File: config.mk
export PLATFORM = sky130hd
export DESIGN_NAME = instr_decode_stage_flat
export DESIGN_NICKNAME = d
export VERILOG_FILES = /design/src/rtl/instr_decode_if.sv /design/src/rtl/instr_decode_stage.sv /design/src/flat_wrapper.sv
export SDC_FILE = /design/constraint.sdc
export NUM_CORES = 1
export LEC_CHECK = 0
export ABC_AREA = 0
export BUFFER_PORTS_ARGS = -buffer_cell sky130_fd_sc_hd__buf_4
export CORE_UTILIZATION = 35
export DETAILED_ROUTE_END_ITERATION = 8
export GPL_TIMING_DRIVEN = 0
export MAX_ROUTING_LAYER = met4
export SLEW_MARGIN = 0
export SYNTH_ARGS = -nofsm -noshare
export SYNTH_HDL_FRONTEND = slang
export SYNTH_SLANG_ARGS = --single-unit
File: constraint.sdc
create_clock -name clk -period 8.6 [get_ports clk]
set_input_delay 1.72 -clock clk [delete_from_list [all_inputs] [get_ports clk]]
set_output_delay 1.72 -clock clk [all_outputs]
set_load 0.005 [all_outputs]
File: src/rtl/instr_decode_if.sv
// instr_decode_if: bundles the instruction-stream handshake, the flush
// control and the decoded-bundle outputs of instr_decode_stage.
//
// Handshake semantics (both sides): a transfer happens at a rising clock
// edge where valid && ready are both high. A source holding valid high keeps
// its payload stable until that edge; ready never depends combinationally
// on valid.
//
// Signals:
//   in_valid/in_ready/in_instr  upstream word stream (25-bit instruction)
//   flush                       synchronous clear of FIFO and output stage
//   out_valid/out_ready         downstream decoded-bundle handshake
//   out_fmt..out_use            decoded fields
//   instr_count                 bundles delivered downstream (saturating)
//
// Modports: slave = decode stage view, master = driver/consumer view.
interface instr_decode_if #(
    parameter int CNT_W = 16
);
    logic             in_valid;
    logic             in_ready;
    logic [24:0]      in_instr;
    logic             flush;
    logic             out_valid;
    logic             out_ready;
    logic [1:0]       out_fmt;
    logic [7:0]       out_op;
    logic [15:0]      out_imm;
    logic [4:0]       out_rd;
    logic [4:0]       out_rs1;
    logic [4:0]       out_rs2;
    logic [4:0]       out_rs3;
    logic [2:0]       out_use;
    logic [CNT_W-1:0] instr_count;

    modport slave (
        input  in_valid, in_instr, flush, out_ready,
        output in_ready, out_valid, out_fmt, out_op, out_imm,
               out_rd, out_rs1, out_rs2, out_rs3, out_use, instr_count
    );

    modport master (
        output in_valid, in_instr, flush, out_ready,
        input  in_ready, out_valid, out_fmt, out_op, out_imm,
               out_rd, out_rs1, out_rs2, out_rs3, out_use, instr_count
    );
endinterface

File: src/rtl/instr_decode_stage.sv
// instr_decode_stage: consumer end of the SIMD instruction stream.
// Words accepted from the instruction buffer are queued in a DEPTH-entry
// FIFO; the head is decoded and registered into a field bundle for the
// register-file/ALU stage. A word accepted at edge N is presented after
// edge N+1 (no bypass); one word per clock is sustained with out_ready high.
//
// Ports:
//   clk    rising-edge clock
//   rst_n  asynchronous active-low reset
//   bus    instr_decode_if.slave (stream in, flush, bundle out, count)
//
// Formats: [24]=0 -> LI (fmt 0), [24:23]=10 -> R4 (fmt 1),
//          [24:23]=11 -> R3 (fmt 2).
module instr_decode_stage #(
    parameter int DEPTH = 2,
    parameter int CNT_W = 16
) (
    input logic           clk,
    input logic           rst_n,
    instr_decode_if.slave bus
);
    localparam int AW = $clog2(DEPTH);

    typedef struct packed {
        logic [1:0]  fmt;
        logic [7:0]  op;
        logic [15:0] imm;
        logic [4:0]  rd;
        logic [4:0]  rs1;
        logic [4:0]  rs2;
        logic [4:0]  rs3;
        logic [2:0]  rd_en;
    } bundle_t;

    logic [24:0]      mem [DEPTH];
    logic [AW:0]      wr_ptr;
    logic [AW:0]      rd_ptr;
    logic             full;
    logic             empty;
    logic             push;
    logic             load;
    logic [24:0]      head;
    bundle_t          dec;
    bundle_t          out_q;
    logic             out_valid_q;
    logic [CNT_W-1:0] count_q;

    // Pointers carry one extra wrap bit so full and empty are distinguishable
    // when the indices match.
    assign full  = (wr_ptr[AW-1:0] == rd_ptr[AW-1:0]) && (wr_ptr[AW] != rd_ptr[AW]);
    assign empty = (wr_ptr == rd_ptr);
    assign head  = mem[rd_ptr[AW-1:0]];

    // in_ready comes only from registered pointers: a pop in the same cycle
    // does not open a slot for a push until the following cycle.
    assign push = bus.in_valid && !full && !bus.flush;
    assign load = (!out_valid_q || bus.out_ready) && !empty && !bus.flush;

    always_comb begin
        dec = '0;
        if (!head[24]) begin
            // LI: rd is both destination and the single read source.
            dec.fmt   = 2'd0;
            dec.op    = {5'b0, head[23:21]};
            dec.imm   = head[20:5];
            dec.rd    = head[4:0];
            dec.rs1   = head[4:0];
            dec.rd_en = 3'b001;
        end else if (!head[23]) begin
            dec.fmt   = 2'd1;
            dec.op    = {5'b0, head[22:20]};
            dec.rd    = head[4:0];
            dec.rs1   = head[9:5];
            dec.rs2   = head[14:10];
            dec.rs3   = head[19:15];
            dec.rd_en = 3'b111;
        end else begin
            dec.fmt   = 2'd2;
            dec.op    = head[22:15];
            dec.rd    = head[4:0];
            dec.rs1   = head[9:5];
            dec.rs2   = head[14:10];
            dec.rd_en = 3'b011;
        end
    end

    // Storage array needs no reset; occupancy lives in the pointers.
    always_ff @(posedge clk) begin
        if (push) begin
            mem[wr_ptr[AW-1:0]] <= bus.in_instr;
        end
    end

    always_ff @(posedge clk or negedge rst_n) begin
        if (!rst_n) begin
            wr_ptr <= '0;
            rd_ptr <= '0;
        end else if (bus.flush) begin
            wr_ptr <= '0;
            rd_ptr <= '0;
        end else begin
            if (push) begin
                wr_ptr <= wr_ptr + 1'b1;
            end
            if (load) begin
                rd_ptr <= rd_ptr + 1'b1;
            end
        end
    end

    // Output stage: fields hold their last value when the stage drains.
    always_ff @(posedge clk or negedge rst_n) begin
        if (!rst_n) begin
            out_valid_q <= 1'b0;
            out_q       <= '0;
        end else if (bus.flush) begin
            out_valid_q <= 1'b0;
        end else if (load) begin
            out_valid_q <= 1'b1;
            out_q       <= dec;
        end else if (bus.out_ready) begin
            out_valid_q <= 1'b0;
        end
    end

    // Delivered count survives flush and saturates at all-ones.
    always_ff @(posedge clk or negedge rst_n) begin
        if (!rst_n) begin
            count_q <= '0;
        end else if (out_valid_q && bus.out_ready && (count_q != '1)) begin
            count_q <= count_q + 1'b1;
        end
    end

    assign bus.in_ready    = !full;
    assign bus.out_valid   = out_valid_q;
    assign bus.out_fmt     = out_q.fmt;
    assign bus.out_op      = out_q.op;
    assign bus.out_imm     = out_q.imm;
    assign bus.out_rd      = out_q.rd;
    assign bus.out_rs1     = out_q.rs1;
    assign bus.out_rs2     = out_q.rs2;
    assign bus.out_rs3     = out_q.rs3;
    assign bus.out_use     = out_q.rd_en;
    assign bus.instr_count = count_q;
endmodule

File: src/flat_wrapper.sv
// flat-port wrapper written by rule: the top's interface ports become plain ports
module instr_decode_stage_flat 
#(
    parameter int DEPTH = 2,
    parameter int CNT_W = 16
)
  (clk, rst_n, bus_in_valid, bus_in_instr, bus_flush, bus_out_ready, bus_in_ready, bus_out_valid, bus_out_fmt, bus_out_op, bus_out_imm, bus_out_rd, bus_out_rs1, bus_out_rs2, bus_out_rs3, bus_out_use, bus_instr_count);
  instr_decode_if #(.CNT_W(CNT_W)) bus_i ();
  input logic clk;
  input logic rst_n;
  input wire logic [$bits(bus_i.in_valid)-1:0] bus_in_valid;
  input wire logic [$bits(bus_i.in_instr)-1:0] bus_in_instr;
  input wire logic [$bits(bus_i.flush)-1:0] bus_flush;
  input wire logic [$bits(bus_i.out_ready)-1:0] bus_out_ready;
  output wire logic [$bits(bus_i.in_ready)-1:0] bus_in_ready;
  output wire logic [$bits(bus_i.out_valid)-1:0] bus_out_valid;
  output wire logic [$bits(bus_i.out_fmt)-1:0] bus_out_fmt;
  output wire logic [$bits(bus_i.out_op)-1:0] bus_out_op;
  output wire logic [$bits(bus_i.out_imm)-1:0] bus_out_imm;
  output wire logic [$bits(bus_i.out_rd)-1:0] bus_out_rd;
  output wire logic [$bits(bus_i.out_rs1)-1:0] bus_out_rs1;
  output wire logic [$bits(bus_i.out_rs2)-1:0] bus_out_rs2;
  output wire logic [$bits(bus_i.out_rs3)-1:0] bus_out_rs3;
  output wire logic [$bits(bus_i.out_use)-1:0] bus_out_use;
  output wire logic [$bits(bus_i.instr_count)-1:0] bus_instr_count;
  assign bus_i.in_valid = bus_in_valid;
  assign bus_i.in_instr = bus_in_instr;
  assign bus_i.flush = bus_flush;
  assign bus_i.out_ready = bus_out_ready;
  assign bus_in_ready = bus_i.in_ready;
  assign bus_out_valid = bus_i.out_valid;
  assign bus_out_fmt = bus_i.out_fmt;
  assign bus_out_op = bus_i.out_op;
  assign bus_out_imm = bus_i.out_imm;
  assign bus_out_rd = bus_i.out_rd;
  assign bus_out_rs1 = bus_i.out_rs1;
  assign bus_out_rs2 = bus_i.out_rs2;
  assign bus_out_rs3 = bus_i.out_rs3;
  assign bus_out_use = bus_i.out_use;
  assign bus_instr_count = bus_i.instr_count;
  instr_decode_stage #(.DEPTH(DEPTH), .CNT_W(CNT_W)) u_core (.clk(clk), .rst_n(rst_n), .bus(bus_i));
endmodule
# Yosys cells after proc, flatten, opt, wreduce, memory -nomap -nowiden
# Memory sizes are Yosys's and may differ from the RTL's.
# Index checks and enable logic that the tools add are counted.
[totals]
reg_bits = 70
ramBits = 50
inputBits = 30
out_inout_bits = 67
word_cells = 54
mem_count = 1
[memory_table]
columns = ["memory", "words", "width", "rd", "rd_ports_with_merged_regs", "write_ports", "line_no", "text"]
rows = [
  ["u_core.mem", 2, 25, 1, 0, 1, "instr_decode_stage.sv:35", "logic [24:0] mem [DEPTH];"],
]
[classes]
n_addsub = 3
n_eq_ne = 4
muxes = 17
n_bitwise = 1
reduce_logical = 16
[op_table]
columns = ["operator", "count"]
rows = [
  ["two-way mux 10 bit", 3],
  ["adder 16 x 1 -> 16 bit, second input constant", 1],
  ["two-way mux 16 bit", 1],
  ["!= test 16 bit, second input constant", 1],
  ["two-way mux 5 bit", 2],
  ["two-way mux 2 bit", 4],
  ["logical AND 1 bit", 7],
  ["two-way mux 3 bit", 2],
  ["two-way mux 1 bit", 5],
  ["adder 2 x 1 -> 2 bit, second input constant", 2],
  ["zero test 1 bit", 4],
  ["nonzero test 2 bit", 2],
  ["nonzero test 3 bit", 1],
  ["equality test 2 bit", 1],
  ["AND reduction 2 bit", 1],
  ["equality test 1 bit", 1],
  ["logical OR 1 bit", 1],
  ["!= test 1 bit", 1],
  ["NOT 1 bit", 1],
]

# Depth between registers and ports, before layout
# Gate-level depths: netlist of run 1.
[logic_depth]
word_depth = 7
depth_mapped = 7
depth_no_buf = 5

# Worst setup path before layout of run 1
# OpenSTA, ideal clock, no wires.
[synth_path]
path_type = "input to register"
start = "input port bus_in_valid"
end = "memory u_core.mem[1][0] (enable)"
setup_ps = 444
arrival_time_ps = 3798
required_time_ps = 8156
path_slack_ps = 4358
stages = 2
n_path_buf = 0
path_cell_list = "o21ai_0 nor3b_1"
[synth_between]
elab_chain_len = 4
[synth_rtl]
columns = ["item", "line_no", "text"]
rows = [
  ["start: declaration", "flat_wrapper.sv:11", "input wire logic [$bits(bus_i.in_valid)-1:0] bus_in_valid;"],
  ["logical AND 1 bit (2 in a row)", "instr_decode_stage.sv:56", "assign push = bus.in_valid && !full && !bus.flush;"],
  ["two-way mux 1 bit", "instr_decode_stage.sv:89", "if (push) begin"],
  ["two-way mux 1 bit (implied by the code)", "instr_decode_stage.sv:90", "mem[wr_ptr[AW-1:0]] <= bus.in_instr;"],
  ["end: declaration", "instr_decode_stage.sv:35", ""],
]
# No other way between the ends.

# Worst setup path after layout of run 1
[layout_path]
start = "register u_core.rd_ptr[1]"
end = "output port bus_in_ready"
[layout_between]
elab_chain_len = 3
[layout_rtl]
columns = ["item", "line_no", "text"]
rows = [
  ["start: declaration", "instr_decode_stage.sv:37", "logic [AW:0] rd_ptr;"],
  ["start signal: assignment", "instr_decode_stage.sv:106", "rd_ptr <= rd_ptr + 1'b1;"],
  ["!= test 1 bit", "instr_decode_stage.sv:50", "assign full = (wr_ptr[AW-1:0] == rd_ptr[AW-1:0]) && (wr_ptr[AW] != rd_ptr[AW]);"],
  ["logical AND 1 bit", "instr_decode_stage.sv:50", ""],
  ["zero test 1 bit", "instr_decode_stage.sv:135", "assign bus.in_ready = !full;"],
  ["end: declaration", "flat_wrapper.sv:15", "output wire logic [$bits(bus_i.in_ready)-1:0] bus_in_ready;"],
]
# No other way between the ends.

==> run metrics, run 1 <==
status=finished clean; Max Cap Viol=0; largest net degree at the start of global routing=70; initial antenna violation count=0; drt drc=0; register area share after synthesis=65.82%; Final min period=3.222 ns; vias post-DR=3406; I/O Pins=97; final worst slack=5.378 ns; # Post-CTS Setup Buffers=0; hold depth=2; Starting Density=36.46%; WP data required=6.88 ns; share of cells above drive strength 1=32.02%; EDFF count, synth=50; synthesized instance count=379; Die Y-Extent=120.4 µm; synth-to-layout area growth=32.17%; Synth Flop Type=dfrtp_1; Die Wd=120.4 µm; fmax=0.3104 GHz; PortBufs=95; All-Layer GR Usage=17.38%; worst setup path class=flip-flop to output port; Final Slew Violations=0; most common cell after layout, fill and taps aside=buf_4; Yosys warnings=0; Synth Cell Area=4905 µm²; vias in the first global route=3463; Max Fanout on Critical Path=7; total gr overflow=0; most frequent cells in the layout=buf_4 (99), dfrtp_1 (69), nand2_1 (64); Wirelength per Cell=16.88 µm; Final ANT Viol Nets=0; Pleak=2.779 nW; Final #Nets=528; first-pass GRT wire length=18.14 mm; critical path cell sequence=xnor2_1, nand2b_1, buf_4; clock skew=0.009182 ns; CTS Sinks=119; hold buffers post-CTS=0; Setup WS pre-CTS=5.340 ns; Synth cell types=42; slowest CP cell=xnor2_1; Post-Syn Area per Cell=12.94 µm²; row count=42; Worst VDD drop=157.5 µV; largest stage delay on the critical path=0.42 ns; Placer Congestion=0.7999; number of diodes=0; post_cts resized=0; Reg2Reg Depth=6; Least-Margin Pin Slew=0.8788 ns; CP endpoint kind=output port; Final TNS setup=0 ns; hold_ws=0.4884 ns; DRT Pass-1 Iters=4; Power Density=333.3 nW/µm²; #FFs+latches synth=119; Vias per Instance=4.972; Detailed Route Iter0 Violations=243; Die Area=14490 µm²; Fillers=1239; CTS tree=done; CP arrival=1.50 ns; clock latency at the later pin of the worst-skew pair=0.41 ns; syn_nets=410; fin crit share=37.47%; H-tree levels=4; Hold Crit Class=flip-flop to flip-flop; WL final=11.56 mm; Setup crit start kind=flip-flop; core area=13450 µm²; Finish-stage setup viols=0; ys async rst share=57.98%; RSZ-0062 raised after global routing=no; Post-DP HPWL=8.127 mm; Clock Pin Slew Worst Setup and Hold Paths=0.05 ns; final hold violation count=0; CTS buffer count=17; Max clock buf depth=2; CTS root buf=clkbuf_16; Slew HR=41.41%; Util after Layout=48.19%
==> worst paths after layout <==
kind                                 startpoint  slack (ns)                         end
setup / recovery               u_core.rd_ptr[1]        5.38                bus_in_ready
hold / removal             u_core.bus.out_rd[2]        0.49        u_core.bus.out_rd[2]
setup reg to reg               u_core.rd_ptr[0]        6.35            u_core.mem[0][9]
hold reg to reg            u_core.bus.out_rd[2]        0.49        u_core.bus.out_rd[2]
max in group asynchronous                 rst_n        6.59        u_core.bus.out_rd[2]
min in group asynchronous                 rst_n        1.44  u_core.bus.instr_count[11]
==> critical path: cells and delay by family, from the launching register on <==
family / cells / cell delay, ns
XOR/XNOR: 1 / 0.42
buffers and inverters: 1 / 0.11
flip-flops: 1 / 0.40
AND/OR/NAND/NOR: 1 / 0.17
==> cell type report <==
cell class / instances / area, µm² / share of cell area [%]
sequential: 119 / 3228 / 49.80
multi-input combinational: 235 / 1553 / 23.95
timing repair buffer: 99 / 762.0 / 11.75
clock buffer: 18 / 429.2 / 6.620
tap: 176 / 220.2 / 3.397
clock inverter: 13 / 156.4 / 2.413
buffer: 21 / 118.9 / 1.834
inverter: 4 / 15.01 / 0.2316
==> synth_stat cells, types with 7 or more instances <==
cell type / n / area [µm²]
edfxtp_1: 50 / 1501
dfrtp_1: 69 / 1727
o31ai_1: 21 / 157.7
xnor2_1: 7 / 61.31
mux2_2: 14 / 157.7
nor2_1: 9 / 33.78
o21ai_0: 27 / 135.1
buf_2: 8 / 40.04
nand2_1: 64 / 240.2
mux2i_1: 31 / 310.3
==> registers in the layout (all words and copies together) (netlist names), 5 cells and up <==
signal                  flops
u_core.bus.out_rs2          5
u_core.bus.out_rs1          5
u_core.mem                 50
u_core.bus.out_op           8
u_core.bus.instr_count     16
u_core.bus.out_rd           5
u_core.bus.out_rs3          5
u_core.bus.out_imm         16
==> power by group <==
group	total (W)	switching, W	internal (W)
logic	0.000634	0.000331	0.000303
registers	0.000829	0.0000930	0.000736
clock network	0.000697	0.000246	0.000451
==> per-stage QoR <==
stage,cells,instance area [µm²],total power [W]
5_1_grt,685,6482,0.002284
4_1_cts,685,6482,0.002184
3_5_place_dp,654,5897,0.001482
2_1_floorplan,379,4905,0.001160
6_report,685,6482,0.002160
3_3_place_gp,650,5838,0.001462
==> kinds of logic (layout without fill, tap and decap cells) <==
kind of cell | after synthesis | in the layout | synth area share, %
xor+xnor | 14 | 14 | 2.653
mux | 47 | 47 | 10.23
compound gates | 68 | 68 | 8.469
flops | 119 | 119 | 65.82
simple gates | 105 | 105 | 9.847
buf+inv | 25 | 155 | 2.729
fa+ha+maj | 1 | 1 | 0.2551
==> metal layers <==
metal,GRT usage (%),share of wire [%],up-vias
met3,4.811,5.1,12
met5,-,0,-
met2,27.12,50,110
li1,-,-,1608
met1,21.57,43,1676
met4,6.559,1.4,0
(Power assumes the default switching activity.)
==> run 2, diff against run 1 <==
Settings changed: ABC_AREA 0 to 1.
Clock period 8.6 ns to 3.1 ns, I/O delays scaled along.
==> run 2 against run 1 <==
  * Critical path depth grew 3
  * Die area grew 3.0%
  * Critical path type is now flip-flop to flip-flop
  * Largest power group unchanged
  * Cell count grew 23%
  * Critical endpoint is now u_core.mem[1][14]
  * Synthesized cell count grew 40%
  * Routed wire length grew 3.3%
==> run metrics, run 2 <==
Final min period=2.093 ns; CTS Sinks=119; PortBufs=96; Max clock buf depth=2; crit path buf inv count=2; XOR/XNOR share of the synthesized area=1.559%; final worst slack=1.007 ns; status=finished clean; Die Area=14930 µm²; Max Cap Viol=0; Wirelength per Cell=14.21 µm; most frequent cells in the layout=nand2_1 (223), buf_4 (97), dfrtp_1 (69); worst setup path class=flip-flop to flip-flop; CP endpoint kind=flip-flop; first-pass GRT wire length=19.19 mm; Synth area leaders=dfrtp_1 (34%), edfxtp_1 (30%), nand2_1 (17%), nor2_1 (2.8%), o21ai_1 (2.6%); All-Layer GR Usage=17.84%; max reg flops=50; Starting Density=36.14%; Crit path max-delay family=simple AND/OR/NAND/NOR gates; RSZ-0062 raised after global routing=no; register area share after synthesis=63.85%; CTS tree=done; Synth Flop Type=dfrtp_1; critical path cell sequence=xnor2_1, inv_1, nand2_1, nand2_1, nor2_2, buf_16; Clock Pin Slew Worst Setup and Hold Paths=0.06 ns; row count=43; vias post-DR=3919; Slew HR=41.26%; Hold Crit Class=input pin to asynchronous set/reset pin; cell with the most instances after synthesis=nand2_1; drt drc=0; post-synthesis simple-gate area fraction=24.47%; #FFs+latches synth=119; # Post-CTS Setup Buffers=0; core area=13990 µm²; largest family of logic cells by synthesized area=simple AND/OR/NAND/NOR gates; WP data required=3.23 ns; synth-to-layout area growth=32.39%; DRT Pass-1 Iters=6; CTS root buf=clkbuf_16; Setup crit start kind=flip-flop; Die Wd=122.2 µm; CP arrival=2.22 ns; ys async rst share=57.98%; post-synthesis compound-gate area fraction=4.999%; CTS buffer count=17; I/O Pins=97; initial antenna violation count=0; Yosys warnings=0; synthesized instance count=530; Max Fanout on Critical Path=16; share of cells above drive strength 1=24.55%; hold buffers post-CTS=0; fmax=0.4777 GHz; Placer Congestion=0.8860; top cells by count, synth=nand2_1 (223), dfrtp_1 (69), edfxtp_1 (50); hold_ws=0.3197 ns; final hold violation count=0; Final #Nets=678; Vias per Instance=4.665; EDFF count, synth=50; WL final=11.94 mm; Finish-stage setup viols=0; most common cell after layout, fill and taps aside=nand2_1; Power Density=951.7 nW/µm²; largest net degree at the start of global routing=70; Synth Area in Adders=0.2475%; CP most frequent cell=nand2_1; Yosys top cell area share=34.15%; post_cts resized=0; Synth Cell Area=5056 µm²; vias in the first global route=3859; Least-Margin Pin Slew=0.8811 ns; Final ANT Viol Nets=0; Post-DP HPWL=8.724 mm; Detailed Route Iter0 Violations=305; cell taking the most area after synthesis=dfrtp_1; largest stage delay on the critical path=0.54 ns; Synth cell types=26; slowest CP cell=nor2_2; Die Y-Extent=122.2 µm; Final Slew Violations=0; clock skew=0.007389 ns; syn_nets=561; H-tree levels=4; Fillers=1302; number of diodes=0; total gr overflow=0; Post-Syn Area per Cell=9.540 µm²; fin crit share=67.53%; Setup WS pre-CTS=0.9740 ns; post-synthesis mux area share=0.9899%; Worst VDD drop=420.7 µV; Pleak=3.110 nW; clock latency at the later pin of the worst-skew pair=0.42 ns
[run 2: report_power, final]
part	leakage [nW]	internal (W)	switching, W
Sequential	1.36	0.00205	0.000248
Combinational	1.45	0.000855	0.00115
Clock	0.304	0.00138	0.000692
[run 2: cell type report]
type                            count  area, µm²  share of cell area, %
Buffer                             21      117.6                  1.757
Clock buffer                       20      456.7                  6.822
Clock inverter                     12      175.2                  2.617
Inverter                           21      78.83                  1.178
Multi-Input combinational cell    369       1637                  24.45
Sequential cell                   119       3228                  48.22
Tap cell                          180      225.2                  3.364
Timing Repair Buffer               98      775.7                  11.59
[run 2: worst register-to-register path: cells and delay by family (launching register included)]
kind	cells	cell delay (ns)
and+or+nand+nor	3	0.79
buffers and inverters	2	0.30
DFF	1	0.41
xor gates and xnor gates	1	0.29
[run 2: final timing paths]
kind                                        from  depth (start not counted)                        end  slack, ns
max                             u_core.rd_ptr[1]                          6          u_core.mem[1][14]       1.01
min                                        rst_n                          1  u_core.bus.instr_count[3]       0.32
max reg2reg                     u_core.rd_ptr[1]                          6          u_core.mem[1][14]       1.01
min reg2reg                u_core.bus.out_use[0]                          1      u_core.bus.out_use[0]       0.48
max in group asynchronous                  rst_n                          1       u_core.bus.out_op[5]       2.20
min in group clk                 bus_in_instr[5]                          1           u_core.mem[1][5]       0.38
[run 2: cell families after synthesis]
family,after synthesis
DFF,119
AOI/OAI and AO/OA,49
adders and majority gates,1
buffers and inverters,42
and+or+nand+nor,305
xor gates and xnor gates,9
muxes,5
[run 2: layer usage]
layer  up-vias  global-route usage [%]  part of all wire (%)
met1      1835                   21.96                    44
li1       1966                       -                     -
met3        17                   4.494                   5.8
met2       101                   28.04                    49
met5         -                       -                     0
met4         0                   7.241                   1.5
[run 2: through the flow]
stage | utilization, % | instance area [µm²] | setup TNS [ns] | total power (W) | std cells
after floorplan | - | 5056 | 0 | 0.003389 | 530
after global placement | 42.91 | 6002 | -0.4749 | 0.004282 | 806
after detailed placement | 43.34 | 6062 | 0 | 0.004349 | 808
after CTS | 47.85 | 6694 | 0 | 0.006443 | 840
after global routing | 47.85 | 6694 | 0 | 0.006771 | 840
final | 47.85 | 6694 | 0 | 0.006371 | 840
==> run 3, diff against run 2 <==
Clock period 3.1 ns to 1.75 ns, I/O delays scaled along.
==> run 3 against run 2 <==
  * Core utilization up 0.73 points
  * Cell area up 1.5%
  * First-iteration DRC count down 9.8%
  * Global-route usage up 0.56 points
  * Critical endpoint is now bus_in_ready
==> run metrics, run 3 (synthesis results as in run 2) <==
status=finished clean; Detailed Route Iter0 Violations=275; vias post-DR=4048; share of cells above drive strength 1=27.41%; most common cell after layout, fill and taps aside=nand2_1; Setup crit start kind=flip-flop; Finish-stage setup viols=0; final cell count without fillers=855; Clock Pin Slew Worst Setup and Hold Paths=0.06 ns; WL final=12.58 mm; Vias per Instance=4.735; Power Density=1649 nW/µm²; Hold Crit Class=input pin to asynchronous set/reset pin; CTS Sinks=119; Wirelength per Cell=14.72 µm; PortBufs=96; Starting Density=36.14%; H-tree levels=4; largest net degree at the start of global routing=70; CTS root buf=clkbuf_16; row count=43; Die Wd=122.2 µm; reg-to-reg startpoint=u_core.rd_ptr[0]; Final Slew Violations=0; hold buffers post-CTS=0; worst setup path class=flip-flop to output port; synth-to-layout area growth=34.42%; Pleak=3.154 nW; Worst setup startpoint=u_core.wr_ptr[0]; Util after Layout=48.59%; Final TNS setup=0 ns; final hold violation count=0; vias in the first global route=3775; Setup WS pre-CTS=-0.2331 ns; Final min period=1.665 ns; total gr overflow=0; Placer Congestion=0.8713; max reg flops=50; CP endpoint kind=output port; Inst Count DP=806; CTS buffer count=17; clock skew=0.01148 ns; Final ANT Viol Nets=0; Max Cap Viol=0; Max clock buf depth=2; Power, Total=0.01120 W; fmax=0.6006 GHz; RSZ-0062 raised after global routing=no; Final #Nets=693; core area=13990 µm²; first-pass GRT wire length=19.84 mm; CP arrival=1.31 ns; All-Layer GR Usage=18.40%; CTS tree=done; Post-DP HPWL=8.635 mm; Worst VDD drop=736.1 µV; Die Y-Extent=122.2 µm; clock latency at the later pin of the worst-skew pair=0.41 ns; initial antenna violation count=0; I/O Pins=97; Slew HR=40.22%; Max Fanout on Critical Path=5; WP data required=1.40 ns; fin crit share=95.14%; most frequent cells in the layout=nand2_1 (222), buf_4 (109), dfrtp_1 (67); final worst slack=0.08502 ns; number of diodes=0; Least-Margin Pin Slew=0.8967 ns; Die Area=14930 µm²; drt drc=0; DRT Pass-1 Iters=7
==> run 3: repair_timing <==
action / in CTS / in global routing
endpoints found under the setup margin: 51 / 24
gates cloned: 2 / 0
resized for setup: 3 / 9
pin swaps: 5 / 2
setup buffers: 6 / 9
==> run 3: layout make-up <==
cell class	count	area (µm²)
inverters	21	78.83
fillers	1308	7192
plain buffers	21	127.6
clock inverters	13	122.6
multi-input cells	371	1698
well taps	180	225.2
flip-flops and latches	119	3231
clock buffers	19	442.9
repair buffers	111	870.8
==> run 3: where the power goes <==
part           switching [W]  internal [W]
Combinational        0.00214       0.00169
Sequential          0.000455       0.00362
Clock                0.00129       0.00200
==> run 3: path summary, 6_finish.rpt <==
kind / to / slack (ns) / cells past startpoint
hold reg to reg: u_core.bus.out_use[0] / 0.47 / 1
hold / removal: u_core.bus.instr_count[6] / 0.06 / 1
setup reg to reg: u_core.bus.out_rs2[0] / 0.12 / 6
max in group asynchronous: u_core.wr_ptr[0] / 1.05 / 1
min in group clk: u_core.mem[1][22] / 0.12 / 1
setup / recovery: bus_in_ready / 0.09 / 3
==> run 3: per-stage QoR <==
step                cell area [µm²]  hold WS, ns
finish                         6797      0.06197
global route                   6797       0.1037
CTS                            6705      0.09400
detailed placement             6027       0.4651
global placement               6027       0.4631
floorplan                      5081      0.05441
==> run 3: routing by layer <==
metal	wire, µm	vias up	track usage (%)
li1	-	1986	-
met1	5672	1933	23.37
met4	132	0	5.716
met5	0	-	-
met3	575	10	4.635
met2	6203	119	28.88
==> run 3: critical path: stages (launching register included) <==
cell,delay [ns]
dfrtp_2,0.45
xnor2_2,0.17
nand2_1,0.13
buf_4,0.16
